File: src/rtl/stack_sequencer.sv
// Command-side driver for the 1-bit stack register: opcode handshake, ALU bits, depth tracking, literal serialiser.
// Define STACK_SEQ_DEPTH_CHECK_EN to reject under/overflowing opcodes with an err pulse.
module stack_sequencer #(
    parameter int SIZE  = 8,
    parameter int LIT_W = 4
) (
    input  logic                       clk_i,
    input  logic                       rst_i,
    input  logic                       op_valid_i,
    output logic                       op_ready_o,
    input  logic [3:0]                 op_i,
    input  logic [LIT_W-1:0]           operand_i,
    input  logic                       tos_i,
    input  logic                       nos_i,
    output logic [2:0]                 stack_mode_o,
    output logic                       stack_d_o,
    output logic                       err_o,
    output logic [$clog2(SIZE+1)-1:0]  depth_o
);

    localparam int DW = $clog2(SIZE + 1);
    localparam int CW = (LIT_W > 1) ? $clog2(LIT_W) : 1;

    localparam logic [2:0] STACK_MODE_IDLE  = 3'd0;
    localparam logic [2:0] STACK_MODE_PUSH  = 3'd1;
    localparam logic [2:0] STACK_MODE_POP   = 3'd2;
    localparam logic [2:0] STACK_MODE_SWAP  = 3'd3;
    localparam logic [2:0] STACK_MODE_ROLL  = 3'd4;
    localparam logic [2:0] STACK_MODE_ROLL2 = 3'd5;
    localparam logic [2:0] STACK_MODE_RESET = 3'd6;

    typedef enum logic [1:0] {ST_INIT, ST_IDLE, ST_LIT} state_t;

    state_t            state_q, state_d;
    logic [DW-1:0]     depth_q, depth_d;
    logic [CW-1:0]     count_q, count_d;
    logic [LIT_W-1:0]  lit_q, lit_d;
    logic              err_q, err_d;

    logic [2:0]        modeComb;
    logic              dataComb;
    logic              opReady;
    logic              accept;
    logic [1:0]        needDepth;
    logic              pushOp, popOp, clearOp, litOp, reject;

    // The stack applies the command on the same edge, so mode/data are decoded combinationally.
    always_comb begin
        state_d   = state_q;
        depth_d   = depth_q;
        count_d   = count_q;
        lit_d     = lit_q;
        err_d     = 1'b0;
        modeComb  = STACK_MODE_IDLE;
        dataComb  = 1'b0;
        needDepth = 2'd0;
        pushOp    = 1'b0;
        popOp     = 1'b0;
        clearOp   = 1'b0;
        litOp     = 1'b0;
        reject    = 1'b0;
        opReady   = (state_q == ST_IDLE);
        accept    = op_valid_i & opReady;

        case (state_q)
            ST_INIT: begin
                modeComb = STACK_MODE_RESET;
                depth_d  = '0;
                state_d  = ST_IDLE;
            end
            ST_IDLE: begin
                if (accept) begin
                    case (op_i)
                        4'h1: begin modeComb = STACK_MODE_PUSH; pushOp = 1'b1; end
                        4'h2: begin modeComb = STACK_MODE_PUSH; dataComb = 1'b1; pushOp = 1'b1; end
                        4'h3: begin modeComb = STACK_MODE_POP; needDepth = 2'd1; popOp = 1'b1; end
                        4'h4: begin modeComb = STACK_MODE_SWAP; needDepth = 2'd2; end
                        4'h5: begin modeComb = STACK_MODE_PUSH; dataComb = tos_i; needDepth = 2'd1; pushOp = 1'b1; end
                        4'h6: begin modeComb = STACK_MODE_ROLL; dataComb = ~tos_i; needDepth = 2'd1; end
                        4'h7: begin modeComb = STACK_MODE_ROLL2; dataComb = tos_i & nos_i; needDepth = 2'd2; popOp = 1'b1; end
                        4'h8: begin modeComb = STACK_MODE_ROLL2; dataComb = tos_i | nos_i; needDepth = 2'd2; popOp = 1'b1; end
                        4'h9: begin modeComb = STACK_MODE_ROLL2; dataComb = tos_i ^ nos_i; needDepth = 2'd2; popOp = 1'b1; end
                        4'hA: begin modeComb = STACK_MODE_PUSH; dataComb = nos_i; needDepth = 2'd2; pushOp = 1'b1; end
                        4'hB: begin
                            modeComb = STACK_MODE_PUSH;
                            dataComb = operand_i[LIT_W-1];
                            pushOp   = 1'b1;
                            litOp    = 1'b1;
                        end
                        4'hC: begin modeComb = STACK_MODE_RESET; clearOp = 1'b1; end
                        default: ;
                    endcase

`ifdef STACK_SEQ_DEPTH_CHECK_EN
                    reject = (depth_q < DW'(needDepth))
                           || (pushOp && depth_q == DW'(SIZE))
                           || (litOp && (int'(depth_q) + LIT_W > SIZE));
`else
                    reject = 1'b0;
`endif

                    if (reject) begin
                        modeComb = STACK_MODE_IDLE;
                        dataComb = 1'b0;
                        err_d    = 1'b1;
                    end else begin
                        if (pushOp && depth_q != DW'(SIZE))
                            depth_d = depth_q + 1'b1;
                        if (popOp && depth_q != '0)
                            depth_d = depth_q - 1'b1;
                        if (clearOp)
                            depth_d = '0;
                        // MSB already went out on this cycle; count indexes the next bit.
                        if (litOp && LIT_W > 1) begin
                            state_d = ST_LIT;
                            lit_d   = operand_i;
                            count_d = CW'(LIT_W > 1 ? LIT_W - 2 : 0);
                        end
                    end
                end
            end
            ST_LIT: begin
                modeComb = STACK_MODE_PUSH;
                dataComb = lit_q[count_q];
                if (depth_q != DW'(SIZE))
                    depth_d = depth_q + 1'b1;
                if (count_q == '0)
                    state_d = ST_IDLE;
                else
                    count_d = count_q - 1'b1;
            end
            default: state_d = ST_INIT;
        endcase
    end

    always_ff @(posedge clk_i or posedge rst_i) begin
        if (rst_i) begin
            state_q <= ST_INIT;
            depth_q <= '0;
            count_q <= '0;
            lit_q   <= '0;
            err_q   <= 1'b0;
        end else begin
            state_q <= state_d;
            depth_q <= depth_d;
            count_q <= count_d;
            lit_q   <= lit_d;
            err_q   <= err_d;
        end
    end

    // Reset must silence the stack immediately, even mid-literal.
    assign stack_mode_o = rst_i ? STACK_MODE_IDLE : modeComb;
    assign stack_d_o    = rst_i ? 1'b0 : dataComb;
    assign op_ready_o   = opReady & ~rst_i;
    assign err_o        = err_q;
    assign depth_o      = depth_q;

endmodule

File: config.mk
export PLATFORM = sky130hd
export DESIGN_NAME = stack_sequencer
export DESIGN_NICKNAME = d
export VERILOG_FILES = /design/src/rtl/stack_sequencer.sv
export SDC_FILE = /design/constraint.sdc
export NUM_CORES = 1
export LEC_CHECK = 0
export ABC_AREA = 1
export CAP_MARGIN = 5
export CORE_ASPECT_RATIO = 0.9
export CORE_MARGIN = 1
export CORE_UTILIZATION = 40
export CTS_CLUSTER_SIZE = 20
export DETAILED_ROUTE_END_ITERATION = 7
export PLACE_DENSITY_LB_ADDON = 0.1
export RECOVER_POWER = 100
export SYNTH_ARGS = -nofsm -noshare
export SYNTH_HDL_FRONTEND = slang
export SYNTH_SLANG_ARGS = --single-unit
export TNS_END_PERCENT = 30
File: constraint.sdc
create_clock -name clk_i -period 2 [get_ports clk_i]
set_clock_uncertainty 0.2 [all_clocks]
set_input_delay 0.4 -clock clk_i [delete_from_list [all_inputs] [get_ports clk_i]]
set_output_delay 0.4 -clock clk_i [all_outputs]
set_load 0.02 [all_outputs]
# Word-level counts from Yosys, hierarchy flattened
# Index checks and enable logic that the tools add are counted.
[classes]
add_sub_neg = 3
magnitude_cmp = 1
n_eq_ne = 21
mux = 34
n_bitwise = 7
n_reduce_logical = 14
[ops]
columns = ["op", "n"]
rows = [
  ["equality test 4 bit (second input constant)", 5],
  ["2-to-1 mux 4 bit", 5],
  ["case mux 3 bit (6 select lines)", 1],
  ["equality test 4 x 3 -> 1 bit (second input constant)", 4],
  ["2-to-1 mux 1 bit", 15],
  ["case mux 4 bit (3 select lines)", 1],
  ["case mux 3 bit (3 select lines)", 1],
  ["equality test 4 x 2 -> 1 bit (second input constant)", 2],
  ["2-to-1 mux 2 bit", 4],
  ["case mux 1 bit (8 select lines)", 1],
  ["AND reduction 4 bit", 2],
  ["2-to-1 mux 3 bit", 2],
  ["!= test 2 bit (second input constant)", 3],
  ["case mux 2 bit (3 select lines)", 1],
  ["AND reduction 3 bit", 2],
  ["OR reduction 5 bit", 1],
  ["adder 4 x 1 -> 4 bit (second input constant)", 1],
  ["equality test 4 x 1 -> 1 bit (second input constant)", 1],
  ["logical NOT 2 bit", 2],
  ["!= test 2 x 1 -> 1 bit (second input constant)", 2],
  ["!= test 4 x 1 -> 1 bit (second input constant)", 1],
  ["!= test 4 bit (second input constant)", 1],
  ["case mux 2 bit (2 select lines)", 1],
  ["nonzero test 4 bit", 1],
  ["other kinds (16)", 20],
]
[totals]
ff_bits = 12
input_bits = 13

# Longest topological paths before layout
[logic_depth]
depth_word = 11
depth_mapped = 11
depth_no_buf = 11

# Least setup slack after synthesis
# OpenSTA, ideal clock, no wires.
[synth_timing]
path_kind = "register to output"
from = "register state_q[1]"
to = "output stack_mode_o[2]"
t_arrival_ps = 1588
setup_slack_ps = -188
path_stages_with_launch = 7
path_buffers = 0
cell_sequence = "dfrtp_1 -> inv_1 -> ha_1 -> nand2_1 -> inv_1 -> a21oi_1 -> nor3_1"
[synth_between]
elab_chain_len = 5
elab_cells_between_ends = 7
cone_classes = "2 x eq/ne; 3 x mux; 1 x bitwise; 1 x reduce/logical"
[synth_rtl]
columns = ["item", "line", "text"]
rows = [
  ["start, declared", "34", "state_t state_q, state_d;"],
  ["start signal, assigned", "144", "state_q <= state_d;"],
  ["equality test 2 x 1 -> 1 bit", "62, 65", ""],
  ["AND 1 bit", "63", "accept = op_valid_i & opReady;"],
  ["2-to-1 mux 3 bit", "72", "if (accept) begin"],
  ["case mux 3 bit (3 select lines) (*)", "65", "case (state_q)"],
  ["2-to-1 mux 3 bit (*)", "153", "assign stack_mode_o = rst_i ? STACK_MODE_IDLE : modeComb;"],
  ["end, declared", "15", "output logic [2:0] stack_mode_o,"],
]
# Every way passes the cells marked *; elsewhere a longest branch is shown, timed or not.

# Final worst setup path
[layout_timing]
from = "register state_q[0]"
to = "output stack_d_o"
[layout_between]
elab_chain_len = 5
elab_cells_between_ends = 6
cone_classes = "2 x eq/ne; 3 x mux; 1 x bitwise"
[layout_rtl]
columns = ["item", "line", "text"]
rows = [
  ["equality test 2 x 1 -> 1 bit", "62, 65", ""],
  ["AND 1 bit", "63", ""],
  ["2-to-1 mux 1 bit", "72", ""],
  ["case mux 1 bit (2 select lines) (*)", "65", ""],
  ["2-to-1 mux 1 bit (*)", "154", "assign stack_d_o = rst_i ? 1'b0 : dataComb;"],
  ["end, declared", "16", "output logic stack_d_o,"],
]
# Marks and branches as above.

==> run metrics <==
Setup Crit Path Kind reg -> out; # diodes 0; Pwr Total 1.62 mW; worst stage delay on the critical path roughly 0.43 ns; Cell Chain, Critical Path ha_4 -> nand2_4 -> inv_4 -> buf_6 -> a21oi_2 -> nor2_1 -> buf_4; Synth Area in Compound Gates between 10 and 15%; status finished with violations; mux cell area share after synthesis 0%; Core ar. about 2800 um2; launch point of the worst path state_q[0]; largest net degree at the start of global routing 9; Leakage Power 0.908 nW; antenna viol nets, final 0; gr usage total 20.7%; crit end category output port; fillers 257; Post-synth top cells 46 x nand2_1, 23 x inv_1, 18 x nor2_1; Post-route DRC 0; Synth area leaders dfrtp_1 25%, nand2_1 15%, ha_1 9.6%; fin nets 260; Synth Area in Adders 9.55%; share of cells above drive strength 1 between 30% and 40%; Final Cycle Share 101%; RSZ-0062 raised after global routing true; EDFF count, synth 0; Die Ht 53.5 um; number of CTS-inserted buffers 3; Rows 18; largest family of logic cells by synthesized area simple AND/OR/NAND/NOR gates; Hold Worst Slack around 0.27 ns; delay-heaviest family, CP flip-flops; fraction of registers with async set/reset 100%; grt total ovfl 0; TritonCTS clock tree yes; Yosys cell types 26; Slew Viols, Final 0; Post-Synth Simple-Gate Area 37.4%; final WL between 3000 and 4000 um; Clk Latency, worst-skew pair around 0.27 ns; Seq/Total Area, Yosys 25.5%; min cycle time layout 2.02 ns; CTS sink count 12; H-tree depth 1; Wirelength per Cell 11.0 um; top-count cell post-synth nand2_1; synthesized area per cell 6.51 um2; critical path required time ~1.4 ns; top cell type's share of synthesized area 25.5%; Max Fclk 495 MHz; vias in the first global route ~1,200; cell count after synthesis 181; Port-buffer cells 21; global-route wire length before repair 4930 um; endpoints failing hold 0; area leader, netlist dfrtp_1; CP Launch Type register; worst r2r src state_q[0]; top_reg_cell synth dfrtp_1; CTS max path bufs 2; drt first pass iters 4; setup violators final 2; failing checks setup timing; max-cap viol count 0; CP max stage cell dfrtp_1; maximum VDD drop a little over 600 uV; Area Overhead vs Synth 50.4%; Die Area about 3200 um2; dpl hpwl between 2000 and 2500 um; DR iter-0 viols between 90 and 100; Netlist Area Pre-Place 1180 um2; vias per cell around 4.7; synthesized net count 203; Crit Path Max Fanout 4; Die W 59.2 um; Power per Cell Area ~910 nW/um2; Hold-fix buffers, CTS 0; YS warnings 0; post-route setup slack -0.0221 ns; min-delay src lit_q[0]; CP arrival 1.42 ns; global placer's final weighted congestion between 0.8 and 0.9; root buffer cell clkbuf_4; IO Pins 23; xor and xnor fraction of the mapped netlist area under 10%; crit path buf inv count 3; initial core utilization 42.5%; Yosys reg bits 12; DR vias about 1,300; clock slew seen by the registers of the worst setup and hold paths 0.07 ns; initial antenna violation count 0; Worst Hold Class reg -> reg
-- registers in the layout (all words and copies together), names as in the netlist --
register  cells
depth_o       4
lit_q         4
count_q       2
state_q       2
-- where the power goes --
group / total [mW] / leakage (nW) / switching, mW / internal, mW
Combinational: 1.09 / 0.742 / 0.599 / 0.487
Sequential: 0.389 / 0.152 / 0.0676 / 0.322
Clock: 0.141 / 0.0138 / 0.0716 / 0.0696
Total: 1.62 / 0.908 / 0.738 / 0.878
-- cells by family after synthesis --
kind of cell / Yosys count
AND/OR/NAND/NOR: 97
buffers and inverters: 33
AO/OA/AOI/OAI: 26
flip-flops: 12
adder cells (fa/ha/maj): 9
XOR/XNOR: 3
other: 1
-- placed cells by master, fill, tap and decap left out, drive strengths merged, types with 3 or more instances in the layout --
master,instances
a21oi,10
buf,43
clkbuf,3
clkdlybuf4s50,9
dfrtp,12
ha,9
inv,31
nand2,55
nand3,15
nand4,3
nor2,22
o21ai,11
xor2,3
-- routing by layer --
metal | global-route usage (%) | up-vias | wire length, um
met1 | 26.7 | 586 | 1410
met3 | 2.20 | 6 | 68
li1 | - | 686 | -
met5 | 0 | - | 0
met2 | 36.1 | 18 | 1520
met4 | 5.95 | 0 | 31
-- repair_timing --
| action | 4_1_cts | 5_1_grt |
|---|---|---|
| cloned | 0 | 0 |
| endpoints found under the setup margin | 5 | 5 |
| pin swaps | 12 | 7 |
| buffers inserted | 3 | 1 |
| resized for setup | 65 | 18 |
-- worst paths after layout --
path	endpoint	cells after the start	slack, ns
setup / recovery	stack_d_o	7	-0.02
hold / removal	lit_q[0]	2	0.27
setup reg to reg	depth_o[2]	9	0.24
hold reg to reg	lit_q[0]	2	0.27
max in group asynchronous	lit_q[0]	3	1.15
min in group asynchronous	depth_o[0]	3	0.29
-- metrics by stage --
step | TNS (ns) | util (%) | area [um2] | worst slack, ns | cells
2_1_floorplan | 0 | - | 1200 | 0.0247 | 181
3_3_place_gp | -4.76 | 60.2 | 1670 | -0.870 | 269
3_5_place_dp | -4.98 | 60.2 | 1670 | -0.898 | 269
4_1_cts | -0.166 | 61.7 | 1710 | -0.0653 | 275
5_1_grt | -0.263 | 64.0 | 1770 | -0.0882 | 276
6_report | -0.0303 | 64.0 | 1770 | -0.0221 | 276
-- worst reg2reg max path, stage by stage (launching register included) --
cell	delay (ns)
dfrtp_1	0.43
buf_4	0.15
ha_2	0.20
buf_4	0.14
a21oi_1	0.12
nand2_1	0.12
inv_1	0.10
nand2_2	0.08
nand2_1	0.07
o21ai_2	0.05
-- area by class of cell --
class                           instances  area (um2)  share of cell area [%]
Tap cell                               40        50.0                    2.82
Timing Repair Buffer                   53         422                    23.8
Sequential cell                        12         300                    16.9
Clock buffer                            3        22.5                    1.27
Inverter                               32         125                    7.06
Multi-Input combinational cell        136         853                    48.1
(Power assumes the default switching activity.)
